==> src/rtl/ff_bank_seq.sv <==
`timescale 1ns/1ps
// ---------------------------------------------------------------------------
// ff_bank_seq
//
// Sequencer that operates an external bank of WIDTH D flip-flops on behalf of
// two requesters (A and B). Each operation runs the fixed sequence
//   IDLE -> GRANT -> SETUP (SETUP cycles) -> STROBE (PW cycles)
//        -> RECOVER -> DONE -> IDLE
// The bank's D inputs, clock, active-low preset and active-low clear are all
// driven from registers, so every strobe is glitch-free. The bank's Q outputs
// are captured at the end of RECOVER and checked against the value the
// operation should have produced.
//
// Parameters
//   WIDTH : number of flip-flops in the bank
//   SETUP : cycles ff_d is held stable before the strobe (>= 1)
//   PW    : strobe pulse width in cycles (>= 1)
//
// Ports
//   clk, rst               : clock, synchronous active-high reset
//   req_a/req_b            : level requests from requester A / B
//   op_a/op_b              : opcode 00 LOAD, 01 CLEAR, 10 PRESET, 11 READ
//   data_a/data_b          : LOAD data
//   gnt_a/gnt_b            : one-cycle grant pulse to the winner
//   done_a/done_b          : one-cycle completion pulse to the served side
//   busy                   : high whenever the sequencer is not idle
//   rdata                  : bank contents captured at completion
//   mismatch               : readback differed from the expected contents
//   ff_d, ff_clk           : bank D inputs and common clock (rising edge loads)
//   ff_sb, ff_rb           : bank common active-low preset / clear
//   ff_q                   : bank Q outputs
// ---------------------------------------------------------------------------
module ff_bank_seq #(
   parameter int WIDTH = 8,
   parameter int SETUP = 1,
   parameter int PW    = 2
) (
   input  logic             clk,
   input  logic             rst,
   input  logic             req_a,
   input  logic             req_b,
   input  logic [1:0]       op_a,
   input  logic [1:0]       op_b,
   input  logic [WIDTH-1:0] data_a,
   input  logic [WIDTH-1:0] data_b,
   output logic             gnt_a,
   output logic             gnt_b,
   output logic             done_a,
   output logic             done_b,
   output logic             busy,
   output logic [WIDTH-1:0] rdata,
   output logic             mismatch,
   output logic [WIDTH-1:0] ff_d,
   output logic             ff_clk,
   output logic             ff_sb,
   output logic             ff_rb,
   input  logic [WIDTH-1:0] ff_q
);

   typedef enum logic [2:0] {
      ST_IDLE,
      ST_GRANT,
      ST_SETUP,
      ST_STROBE,
      ST_RECOVER,
      ST_DONE
   } state_t;

   typedef enum logic [1:0] {
      OP_LOAD   = 2'b00,
      OP_CLEAR  = 2'b01,
      OP_PRESET = 2'b10,
      OP_READ   = 2'b11
   } op_t;

   // One counter serves both the SETUP and STROBE intervals.
   localparam int CNT_MAX = (SETUP > PW) ? SETUP : PW;
   localparam int CNT_W   = (CNT_MAX > 1) ? $clog2(CNT_MAX) : 1;
   localparam logic [CNT_W-1:0] SETUP_LAST = CNT_W'(SETUP - 1);
   localparam logic [CNT_W-1:0] PW_LAST    = CNT_W'(PW - 1);

   state_t           state;
   logic [CNT_W-1:0] cnt;
   op_t              op_l;
   logic [WIDTH-1:0] data_l;
   logic             srv_b;     // 1 when requester B owns the current operation
   logic             prefer_a;  // round-robin pointer: A wins the next tie

   logic             pick_b;
   logic [1:0]       sel_op;
   logic [WIDTH-1:0] sel_data;

   // Readback check: compare against what the operation should have left in
   // the bank. READ has no expectation, so it always clears the flag.
   function automatic logic check_mismatch(input op_t              op,
                                           input logic [WIDTH-1:0] q,
                                           input logic [WIDTH-1:0] d);
      logic res;
      case (op)
         OP_LOAD:   res = (q != d);
         OP_CLEAR:  res = (q != '0);
         OP_PRESET: res = (q != '1);
         default:   res = 1'b0;
      endcase
      return res;
   endfunction

   // Strobe pattern {ff_clk, ff_sb, ff_rb} asserted for an opcode during
   // STROBE. Only one strobe is ever active; READ leaves all inactive.
   function automatic logic [2:0] strobe_pattern(input op_t op);
      logic [2:0] pat;
      case (op)
         OP_LOAD:   pat = 3'b111;
         OP_CLEAR:  pat = 3'b010;
         OP_PRESET: pat = 3'b001;
         default:   pat = 3'b011;
      endcase
      return pat;
   endfunction

   // Round-robin arbitration: a lone request wins; on a tie the side that was
   // not served last wins.
   always_comb begin
      pick_b   = req_b && (!req_a || !prefer_a);
      sel_op   = pick_b ? op_b   : op_a;
      sel_data = pick_b ? data_b : data_a;
   end

   always_ff @(posedge clk) begin
      if (rst) begin
         state    <= ST_IDLE;
         cnt      <= '0;
         busy     <= 1'b0;
         gnt_a    <= 1'b0;
         gnt_b    <= 1'b0;
         done_a   <= 1'b0;
         done_b   <= 1'b0;
         ff_clk   <= 1'b0;
         ff_sb    <= 1'b1;
         ff_rb    <= 1'b1;
         ff_d     <= '0;
         rdata    <= '0;
         mismatch <= 1'b0;
         prefer_a <= 1'b1;
         op_l     <= OP_READ;
         data_l   <= '0;
         srv_b    <= 1'b0;
      end else begin
         // gnt/done are single-cycle pulses unless re-asserted below.
         gnt_a  <= 1'b0;
         gnt_b  <= 1'b0;
         done_a <= 1'b0;
         done_b <= 1'b0;

         case (state)
            // IDLE -> GRANT: requests are only sampled here.
            ST_IDLE: begin
               if (req_a || req_b) begin
                  state    <= ST_GRANT;
                  busy     <= 1'b1;
                  srv_b    <= pick_b;
                  gnt_a    <= !pick_b;
                  gnt_b    <= pick_b;
                  prefer_a <= pick_b;
                  op_l     <= op_t'(sel_op);
                  data_l   <= sel_data;
                  // ff_d only changes for LOAD; other ops keep the old value.
                  if (op_t'(sel_op) == OP_LOAD) begin
                     ff_d <= sel_data;
                  end
               end
            end

            // GRANT -> SETUP
            ST_GRANT: begin
               state <= ST_SETUP;
               cnt   <= '0;
            end

            // SETUP -> STROBE: ff_d has been stable for SETUP cycles.
            ST_SETUP: begin
               if (cnt == SETUP_LAST) begin
                  state <= ST_STROBE;
                  cnt   <= '0;
                  {ff_clk, ff_sb, ff_rb} <= strobe_pattern(op_l);
               end else begin
                  cnt <= cnt + 1'b1;
               end
            end

            // STROBE -> RECOVER: strobe has been active for PW cycles.
            ST_STROBE: begin
               if (cnt == PW_LAST) begin
                  state  <= ST_RECOVER;
                  ff_clk <= 1'b0;
                  ff_sb  <= 1'b1;
                  ff_rb  <= 1'b1;
               end else begin
                  cnt <= cnt + 1'b1;
               end
            end

            // RECOVER -> DONE: bank has settled; capture and check it.
            ST_RECOVER: begin
               state    <= ST_DONE;
               rdata    <= ff_q;
               mismatch <= check_mismatch(op_l, ff_q, data_l);
               done_a   <= !srv_b;
               done_b   <= srv_b;
            end

            // DONE -> IDLE
            ST_DONE: begin
               state <= ST_IDLE;
               busy  <= 1'b0;
            end

            default: begin
               state  <= ST_IDLE;
               busy   <= 1'b0;
               ff_clk <= 1'b0;
               ff_sb  <= 1'b1;
               ff_rb  <= 1'b1;
            end
         endcase
      end
   end

endmodule

==> config.mk <==
export PLATFORM = sky130hd
export DESIGN_NAME = ff_bank_seq
export DESIGN_NICKNAME = d
export VERILOG_FILES = /design/src/rtl/ff_bank_seq.sv
export SDC_FILE = /design/constraint.sdc
export NUM_CORES = 1
export LEC_CHECK = 0
export BUFFER_PORTS_ARGS = -buffer_cell sky130_fd_sc_hd__buf_2
export CORE_ASPECT_RATIO = 1.25
export CORE_MARGIN = 10
export CORE_UTILIZATION = 53
export CTS_CLUSTER_SIZE = 30
export DETAILED_ROUTE_END_ITERATION = 7
export PLACE_DENSITY = 0.89
export SKIP_CTS_REPAIR_TIMING = 1
export SLEW_MARGIN = 20
export SYNTH_ARGS = -nofsm -noshare
export SYNTH_HDL_FRONTEND = slang
export SYNTH_SLANG_ARGS = --single-unit
==> constraint.sdc <==
create_clock -name clk -period 4.5 [get_ports clk]
set_input_delay 0.9 -clock clk [delete_from_list [all_inputs] [get_ports clk]]
set_output_delay 0.9 -clock clk [all_outputs]
set_load 0.02 [all_outputs]
==> results.py, run 1 <==
metrics = {
    "outcome": {
        "status": "completed",
    },
    "sta": {
        "slew_headroom_pct": 44.1,
        "fmax_mhz": 405,
        "slew_viol_final": 0,
        "setup_tns_ps": 0,
        "finalCritPeriodShare_pct": 54.8,
        "hold_viol_final": 0,
        "finalSetupViolCount": 0,
        "timing.final.ws_setup_ps": 2030,
        "post-route-min-period_ps": 2470,
        "rsz0062_at_grt": "false",
        "max_slew.worst_pin.slew_ps": 833,
        "clock_skew_ps": 5.27,
    },
    "logic_synthesis": {
        "synth-main-ff-cell": "dfxtp_1",
        "ys_async_sr_fraction_pct": 0,
        "yosysWarnings": 0,
        "syn-cell-area_um2": 1900,
        "yosys_register_bits": 41,
        "yosysTopAreaCell": "dfxtp_1",
        "synth-edff-count": 0,
        "synthTopCellsByArea": "dfxtp_1 (43%), mux2i_1 (6.3%), a211oi_1 (5.5%), nand2_1 (5.3%), nor2_1 (5.3%)",
        "synth.avg_cell_area_um2": 8.52,
        "yosys.area.top_type_share_pct": 43.2,
        "ys_seq_area_share_pct": 43.2,
        "syn_nets": 255,
        "netlist-cell-type-count": 37,
        "netlist_instances": 223,
    },
    "setup_path": {
        "reg2reg_to": "ff_d[7]",
        "r2r_start": "prefer_a",
        "arrival_ps": 2670,
        "cp.required_ps": 4710,
        "reg2reg_depth": 5,
        "crit_type": "in2reg",
        "cp-end-kind": "flip-flop",
        "cp_max_fo": 16,
        "r2r_slack_ps": 2450,
        "critPathLaunchType": "input port",
    },
    "routing": {
        "first_pass_iters": 4,
        "via_per_inst": 5.59,
        "vias": 1728,
        "drt_iter0_drc": 112,
        "postRouteAntennaNets": 0,
        "drc": 0,
        "wl_um": 4540,
        "wire_per_inst_um": 14.7,
    },
    "cts": {
        "clk_latency_ps": 300,
        "clockBufferDepth": 2,
        "clkSlewWorstSetupHoldPaths_ps": 80,
        "cts_tree": "built",
        "cts_buffers": 5,
        "htreeDepth": 2,
        "clock-sinks": 41,
        "clk_root_buffer_cell": "clkbuf_8",
    },
    "placed_design": {
        "hpwl_um": 3330,
        "gp_congestion": 0.817,
        "placed_cells": 301,
        "place_ws_ps": 1750,
        "portBuffers": 56,
    },
    "global_routing": {
        "grt_usage_pct": 14.6,
        "grt_pass1_vias": 1709,
        "antenna_found_initial": 0,
        "grt_max_degree": 42,
        "overflow": 0,
        "grt_pass1_wl_um": 7650,
    },
    "run": {
        "cap_violations": 0,
    },
    "pwr": {
        "comb_power_share_pct": 16.9,
        "p_switching_uw": 255,
        "switching_share_pct": 27.4,
        "p_int_uw": 676,
        "leakage_uw": 0.000942,
        "peakVddDrop_mv": 0.301,
        "clockPowerShare_pct": 38.0,
        "powerDensity_nw_per_um2": 407,
        "seqPwrFrac_pct": 45.2,
    },
    "die": {
        "dieArea_um2": 6390,
        "coreArea_um2": 3480,
        "die_y_um": 86.9,
        "rows": 24,
        "io_pins": 57,
        "start_util_pct": 54.5,
        "die_x_um": 73.5,
    },
    "hold_path": {
        "whs_path_depth": 2,
        "hp-start": "rdata[4]",
        "worstHoldPathType": "reg2reg",
        "holdPathEnd": "rdata[4]",
    },
    "layout": {
        "antennaDiodeCount": 0,
        "syn2layout_area_growth_pct": 20.3,
        "drive_above_1_share_pct": 27.0,
        "final_cell_count_no_fill": 309,
        "nets": 301,
    },
}
[metal layers]
layer	track usage, %	vias up	part of all wire (%)
met1	16.4	784	44
met3	5.82	8	6.5
met5	0	-	0
met2	23.9	45	48
met4	5.94	0	2.0
li1	-	891	-
[power by group through the flow]
stage,Sequential [uW],Combinational (uW),Clock [uW]
after floorplan,425,114,0
after global placement,427,151,0
after detailed placement,428,157,0
after CTS,420,158,354
after global routing,426,176,370
final,421,157,353
[critical path: stages]
cell and delay (ps):
buf_2 130, a21boi_2 670, nand2_1 200, a21oi_4 410, nor2_1 90, a211oi_1 250
[registers in the layout, indices dropped and copies added (netlist names)]
| register | count |
|---|---|
| data_l | 8 |
| ff_d | 8 |
| rdata | 8 |
| state | 3 |
| op_l | 2 |
| busy | 1 |
| cnt | 1 |
| done_a | 1 |
| done_b | 1 |
| ff_clk | 1 |
| ff_rb | 1 |
| ff_sb | 1 |
| gnt_a | 1 |
| gnt_b | 1 |
| mismatch | 1 |
| prefer_a | 1 |
| srv_b | 1 |
[stage by stage]
stage	hold slack (ps)	area [um2]	util [%]	total power, uW
after detailed placement	444	2150	61.7	585
after floorplan	416	1900	-	538
final	452	2280	65.6	931
after CTS	455	2280	65.6	933
after global placement	439	2150	61.7	578
after global routing	471	2280	65.6	972
[synth_stat cells (3+ instances only)]
master / count
a211o_1: 3
a211oi_1: 14
a21oi_1: 18
a31oi_1: 4
buf_2: 5
clkbuf_1: 11
dfxtp_1: 41
inv_1: 3
mux2i_1: 12
nand2_1: 27
nand2b_1: 6
nand4b_1: 5
nor2_1: 27
nor4_1: 4
o21ai_0: 6
o22ai_1: 4
o41ai_1: 4
or2_2: 4
xor2_1: 4
[how the worst max path moves through the flow]
stage	from	endpoint	slack, ps	depth (start not counted)
2_1_floorplan	req_b	ff_d[2]	2400	6
3_3_place_gp	req_b	ff_d[4]	1870	6
3_5_place_dp	req_b	ff_d[7]	1750	6
4_1_cts	req_b	ff_d[7]	2030	6
5_1_grt	req_b	ff_d[7]	1830	6
6_report	req_b	ff_d[7]	2030	6
[layout make-up]
| cell class | count | area (um2) |
|---|---|---|
| fillers | 300 | 1200 |
| multi-input cells | 162 | 990 |
| flip-flops and latches | 41 | 821 |
| repair buffers | 56 | 280 |
| clock buffers | 5 | 68.8 |
| clock inverters | 3 | 65.1 |
| well taps | 39 | 48.8 |
| inverters | 3 | 11.3 |
[layout by cell type (no fill, tap or decap), types with 2 or more instances in the layout]
master and count:
o21ai_0 6, nor3_1 2, a211o_1 3, inv_1 3
nor2_1 27, a211oi_1 14, or2_2 4, a21oi_1 18
nand2b_1 6, nand2_1 27, nor4_1 4, bufinv_16 2
o22ai_1 4, a211oi_2 2, xor2_1 4, nand4b_1 5
o41ai_1 4, and3_1 2, a31oi_1 4, clkbuf_8 5
buf_2 56, mux2i_1 12, dfxtp_1 41
[cells by family (layout without fill, tap and decap cells)]
logic type / Yosys count / after routing / synth area share, %
xor+xnor: 4 / 4 / 1.84
flops: 41 / 41 / 43.2
compound gates: 63 / 63 / 22.9
mux: 12 / 12 / 6.32
simple gates: 83 / 83 / 21.1
buf+inv: 20 / 67 / 4.68
No activity file was read; power rests on OpenSTA's default activity.
==> run 2: changes to the inputs <==
--- a/config.mk
+++ b/config.mk
@@ -8,10 +8,10 @@
 export BUFFER_PORTS_ARGS = -buffer_cell sky130_fd_sc_hd__buf_2
 export CORE_ASPECT_RATIO = 1.25
 export CORE_MARGIN = 10
-export CORE_UTILIZATION = 53
+export CORE_UTILIZATION = 51
 export CTS_CLUSTER_SIZE = 30
 export DETAILED_ROUTE_END_ITERATION = 7
-export PLACE_DENSITY = 0.89
+export PLACE_DENSITY = 0.86
 export SKIP_CTS_REPAIR_TIMING = 1
 export SLEW_MARGIN = 20
 export SYNTH_ARGS = -nofsm -noshare
==> constraint.sdc (replaced) <==
create_clock -name clk -period 2.48 [get_ports clk]
set_input_delay 0.496 -clock clk [delete_from_list [all_inputs] [get_ports clk]]
set_output_delay 0.496 -clock clk [all_outputs]
set_load 0.02 [all_outputs]
==> run 2 against run 1 <==
Against the previous run:
- sequential share of layout area up 0.059 points
- core utilization down 1.2 points
- power up 71%
- flip-flop and latch count unchanged
- first-iteration DRC count down 23%
- largest cell class unchanged
- critical path type is now reg2reg
- clock skew up 2.4 ps
==> results.py, run 2 (synthesis results as in run 1) <==
metrics = {
    "setup_path": {
        "cp.required_ps": 2700,
        "r2r_start": "state[0]",
        "max_stage_delay_ps": 430,
        "r2r_slack_ps": 550,
        "cp-end-kind": "flip-flop",
        "critPathLaunch": "state[0]",
        "critPathLaunchType": "flip-flop",
        "reg2reg_depth": 5,
        "cp_num_buf_inv": 0,
        "worst_path_max_delay_cell": "a21oi_4",
        "crit_type": "reg2reg",
        "crit_chain": "nor3_2, o21ai_1, a21oi_4, nor2_1, a211oi_1",
        "cp_max_fo": 16,
        "arrival_ps": 2140,
        "reg2reg_to": "ff_d[0]",
        "cp_top_family": "compound AO/OA/AOI/OAI gates",
    },
    "sta": {
        "finalSetupViolCount": 0,
        "setup_tns_ps": 0,
        "post-route-min-period_ps": 1930,
        "rsz0062_at_grt": "false",
        "timing.final.ws_setup_ps": 555,
        "hold_viol_final": 0,
        "slew_viol_final": 0,
        "slew_headroom_pct": 50.8,
        "fmax_mhz": 519,
        "max_slew.worst_pin.slew_ps": 738,
        "clock_skew_ps": 7.66,
        "finalCritPeriodShare_pct": 77.6,
    },
    "cts": {
        "cts_buffers": 5,
        "clk_root_buffer_cell": "clkbuf_8",
        "clkSlewWorstSetupHoldPaths_ps": 90,
        "cts_tree": "built",
        "clock-sinks": 41,
        "clk_latency_ps": 300,
        "htreeDepth": 2,
        "clockBufferDepth": 2,
    },
    "global_routing": {
        "overflow": 0,
        "grt_max_degree": 42,
        "use_met2_pct": 24.0,
        "grt.busiest_layer": "met2",
        "use_met1_pct": 15.0,
        "grt_pass1_wl_um": 7440,
        "grt_usage_pct": 14.1,
        "grt_use_met3_pct": 6.28,
        "grt_pass1_vias": 1686,
        "antenna_found_initial": 0,
    },
    "hold_path": {
        "worstHoldPathType": "reg2reg",
        "hp-start": "rdata[0]",
        "whs_path_depth": 2,
        "holdPathEnd": "rdata[0]",
    },
    "routing": {
        "first_pass_iters": 4,
        "drt_iter0_drc": 86,
        "wire_per_inst_um": 14.8,
        "postRouteAntennaNets": 0,
        "vias": 1756,
        "drc": 0,
        "via_per_inst": 5.65,
        "wl_um": 4610,
    },
    "pwr": {
        "p_int_uw": 1130,
        "p_switching_uw": 467,
        "powerDensity_nw_per_um2": 700,
        "switching_share_pct": 29.2,
        "peakVddDrop_mv": 0.696,
        "clockPowerShare_pct": 34.4,
        "leakage_uw": 0.000939,
        "comb_power_share_pct": 17.9,
        "seqPwrFrac_pct": 47.7,
    },
    "die": {
        "start_util_pct": 53.6,
        "dieArea_um2": 6580,
        "coreArea_um2": 3540,
        "die_x_um": 74.6,
        "die_y_um": 88.2,
        "io_pins": 57,
        "rows": 24,
    },
    "placed_design": {
        "portBuffers": 56,
        "hpwl_um": 3460,
        "gp_congestion": 0.806,
        "place_ws_ps": 483,
    },
    "layout": {
        "layout_common_cells": "buf_2 (56), dfxtp_1 (41), nor2_1 (27), nand2_1 (27), a21oi_1 (18)",
        "antennaDiodeCount": 0,
        "layout_commonest_cell": "buf_2",
        "top_regs": "data_l x8, ff_d x8, rdata x8",
        "syn2layout_area_growth_pct": 20.1,
        "drive_above_1_share_pct": 27.6,
        "nets": 303,
        "fillerInstances": 332,
    },
    "run": {
        "cap_violations": 0,
    },
    "outcome": {
        "status": "completed",
    },
}
==> run 2: cell types whose count changed in the layout (fill, tap and decap cells not counted) <==
cell and change:
buf_4 +2, bufinv_16 -1, clkinv_2 -1, clkinv_4 +1, clkinvlp_4 +1
==> run 2: worst max-delay path by stage <==
stage | end | cells after the start
after floorplan | ff_d[2] | 6
after global placement | ff_d[4] | 6
final | ff_d[0] | 5
after CTS | ff_d[6] | 5
after global routing | ff_d[0] | 5
after detailed placement | ff_d[6] | 7
==> run 2: final cells by class <==
| type | count | area (um2) | share of cell area [%] |
|---|---|---|---|
| flip-flops and latches | 41 | 821 | 36.0 |
| repair buffers | 58 | 295 | 12.9 |
| clock inverters | 3 | 46.3 | 2.03 |
| inverters | 3 | 11.3 | 0.494 |
| well taps | 39 | 48.8 | 2.14 |
| multi-input cells | 162 | 990 | 43.4 |
| clock buffers | 5 | 68.8 | 3.02 |
==> run 2: stage by stage <==
| stage | util (%) | hold WS [ps] | instance area, um2 | instances | power (uW) |
|---|---|---|---|---|---|
| final | 64.4 | 457 | 2280 | 311 | 1600 |
| after global routing | 64.4 | 469 | 2280 | 311 | 1670 |
| after CTS | 64.4 | 455 | 2280 | 311 | 1610 |
| after detailed placement | 61.1 | 445 | 2170 | 303 | 1060 |
| after global placement | 61.1 | 440 | 2170 | 303 | 1050 |
| after floorplan | - | 416 | 1900 | 223 | 977 |
==> run 2: per-layer routing <==
layer / vias to the layer above / wire length [um]
li1: 895 / -
met1: 808 / 1900
met2: 47 / 2290
met3: 6 / 368
met4: 0 / 53
met5: - / 0
==> run 2: power groups by stage <==
stage / combinational, uW / sequential [uW] / clock, uW
floorplan: 206 / 770 / 0
global placement: 278 / 774 / 0
detailed placement: 288 / 776 / 0
CTS: 289 / 761 / 558
global route: 319 / 770 / 579
finish: 286 / 761 / 549
==> run 2: worst register-to-register path, delay by kind of cell (launching register included) <==
family,cells,cell delay (ps)
AO/OA/AOI/OAI,3,970
AND/OR/NAND/NOR,2,450
flip-flops,1,420
==> run 3: changes to the inputs <==
==> constraint.sdc (replaced) <==
create_clock -name clk -period 1.89 [get_ports clk]
set_input_delay 0.378 -clock clk [delete_from_list [all_inputs] [get_ports clk]]
set_output_delay 0.378 -clock clk [all_outputs]
set_load 0.02 [all_outputs]
==> run 3 against run 2 <==
Against the previous run:
- global-route usage down 0.67 points
- clock-buffer cell count unchanged
- critical path depth unchanged
- combinational power up 46%
- non-clock buffer count up 8
==> results.py, run 3 (synthesis results as in run 1) <==
metrics = {
    "outcome": {
        "status": "completed",
    },
    "global_routing": {
        "antenna_found_initial": 0,
        "grt_usage_pct": 13.4,
        "grt_max_degree": 42,
        "grt_pass1_wl_um": 7160,
        "grt_pass1_vias": 1639,
        "overflow": 0,
    },
    "layout": {
        "syn2layout_area_growth_pct": 24.2,
        "antennaDiodeCount": 0,
        "final_cell_count_no_fill": 319,
        "nets": 311,
        "top_regs": "data_l x8, ff_d x8, rdata x8",
        "fin_area_um2": 2360,
        "drive_above_1_share_pct": 29.6,
        "layout_common_cells": "buf_2 (56), dfxtp_1 (41), nor2_1 (27), nand2_1 (27), a21oi_1 (18)",
        "layout_commonest_cell": "buf_2",
    },
    "routing": {
        "via_per_inst": 5.45,
        "wl_um": 4370,
        "vias": 1739,
        "postRouteAntennaNets": 0,
        "drt_iter0_drc": 91,
        "drc": 0,
        "first_pass_iters": 4,
        "wire_per_inst_um": 13.7,
    },
    "sta": {
        "hold_viol_final": 0,
        "rsz0062_at_grt": "false",
        "finalSetupViolCount": 0,
        "post-route-min-period_ps": 1610,
        "max_slew.worst_pin.slew_ps": 728,
        "clock_skew_ps": 3.73,
        "slew_headroom_pct": 51.5,
        "finalCritPeriodShare_pct": 85.2,
        "setup_tns_ps": 0,
        "slew_viol_final": 0,
        "fmax_mhz": 621,
    },
    "run": {
        "cap_violations": 0,
    },
    "setup_path": {
        "worst_path_max_delay_cell": "a21oi_4",
        "crit_chain": "a21boi_2, or3_1, a21oi_4, nor2_1, a211oi_1",
        "cp-end-kind": "flip-flop",
        "cp_num_buf_inv": 0,
        "crit_type": "reg2reg",
        "critPathLaunchType": "flip-flop",
        "arrival_ps": 1810,
        "cp_top_family": "compound AO/OA/AOI/OAI gates",
        "max_stage_delay_ps": 390,
        "cp.required_ps": 2090,
        "cp_max_fo": 16,
    },
    "cts": {
        "clock-sinks": 41,
        "clkSlewWorstSetupHoldPaths_ps": 80,
        "cts_tree": "built",
        "clk_latency_ps": 290,
        "clockBufferDepth": 2,
        "cts_buffers": 5,
        "clk_root_buffer_cell": "clkbuf_8",
        "htreeDepth": 2,
    },
    "die": {
        "dieArea_um2": 6580,
        "coreArea_um2": 3540,
        "start_util_pct": 53.6,
        "die_y_um": 88.2,
        "die_x_um": 74.6,
        "io_pins": 57,
        "rows": 24,
    },
    "pwr": {
        "leakage_uw": 0.000991,
        "peakVddDrop_mv": 0.642,
        "clockPowerShare_pct": 37.0,
        "p_int_uw": 1640,
        "seqPwrFrac_pct": 44.3,
        "switching_share_pct": 26.5,
        "powerDensity_nw_per_um2": 944,
        "p_switching_uw": 590,
        "comb_power_share_pct": 18.7,
    },
    "placed_design": {
        "hpwl_um": 3330,
        "place_area_um2": 2230,
        "gp_congestion": 0.817,
        "portBuffers": 56,
        "placed_cells": 311,
    },
    "hold_path": {
        "worstHoldPathType": "in2reg",
    },
}
## run 3: cell types whose count changed in the layout (fill, tap and decap cells not counted), sizes merged
cell      change
buf           +8
bufinv        +1
clkinvlp      -1
## run 3: final cells by class
cell class	instances	area (um2)
clock buffer	5	68.8
clock inverter	3	65.1
fill	319	1180
inverter	3	11.3
multi-input combinational	162	990
sequential	41	821
tap	39	48.8
timing repair buffer	66	355
## run 3: worst min-delay path, cell delays in order
cell,delay (ps)
buf_2,130
nand2_1,60
a21oi_1,50
## run 3: routing by layer
layer	share of wire [%]	GRT usage, %	vias up
met5	0	0	-
met4	0.98	4.14	0
met3	8.0	5.38	5
met2	48	22.0	51
met1	43	15.6	774
li1	-	-	909
## run 3: through the flow
stage / worst slack (ps) / power (uW) / utilization, % / hold slack [ps]
after global routing: 129 / 2330 / 66.6 / 358
after detailed placement: 31.5 / 1420 / 62.8 / 444
final: 280 / 2230 / 66.6 / 364
after floorplan: 310 / 1280 / - / 416
after global placement: 104 / 1410 / 62.8 / 440
after CTS: 268 / 2240 / 66.6 / 359
## run 3: path summary, 6_finish.rpt
path                            startpoint  depth (start not counted)  endpoint  slack (ps)
worst min-delay path               ff_q[4]                          3  rdata[4]         360
worst max-delay path              prefer_a                          5   ff_d[6]         280
worst min register to register    rdata[5]                          2  rdata[5]         450
worst max register to register    prefer_a                          5   ff_d[6]         280
## run 3: power groups by stage
| stage | logic, uW | registers, uW | clock network, uW |
|---|---|---|---|
| floorplan | 271 | 1010 | 0 |
| finish | 417 | 987 | 823 |
| global route | 461 | 996 | 873 |
| detailed placement | 417 | 1010 | 0 |
| CTS | 419 | 986 | 834 |
| global placement | 407 | 1000 | 0 |
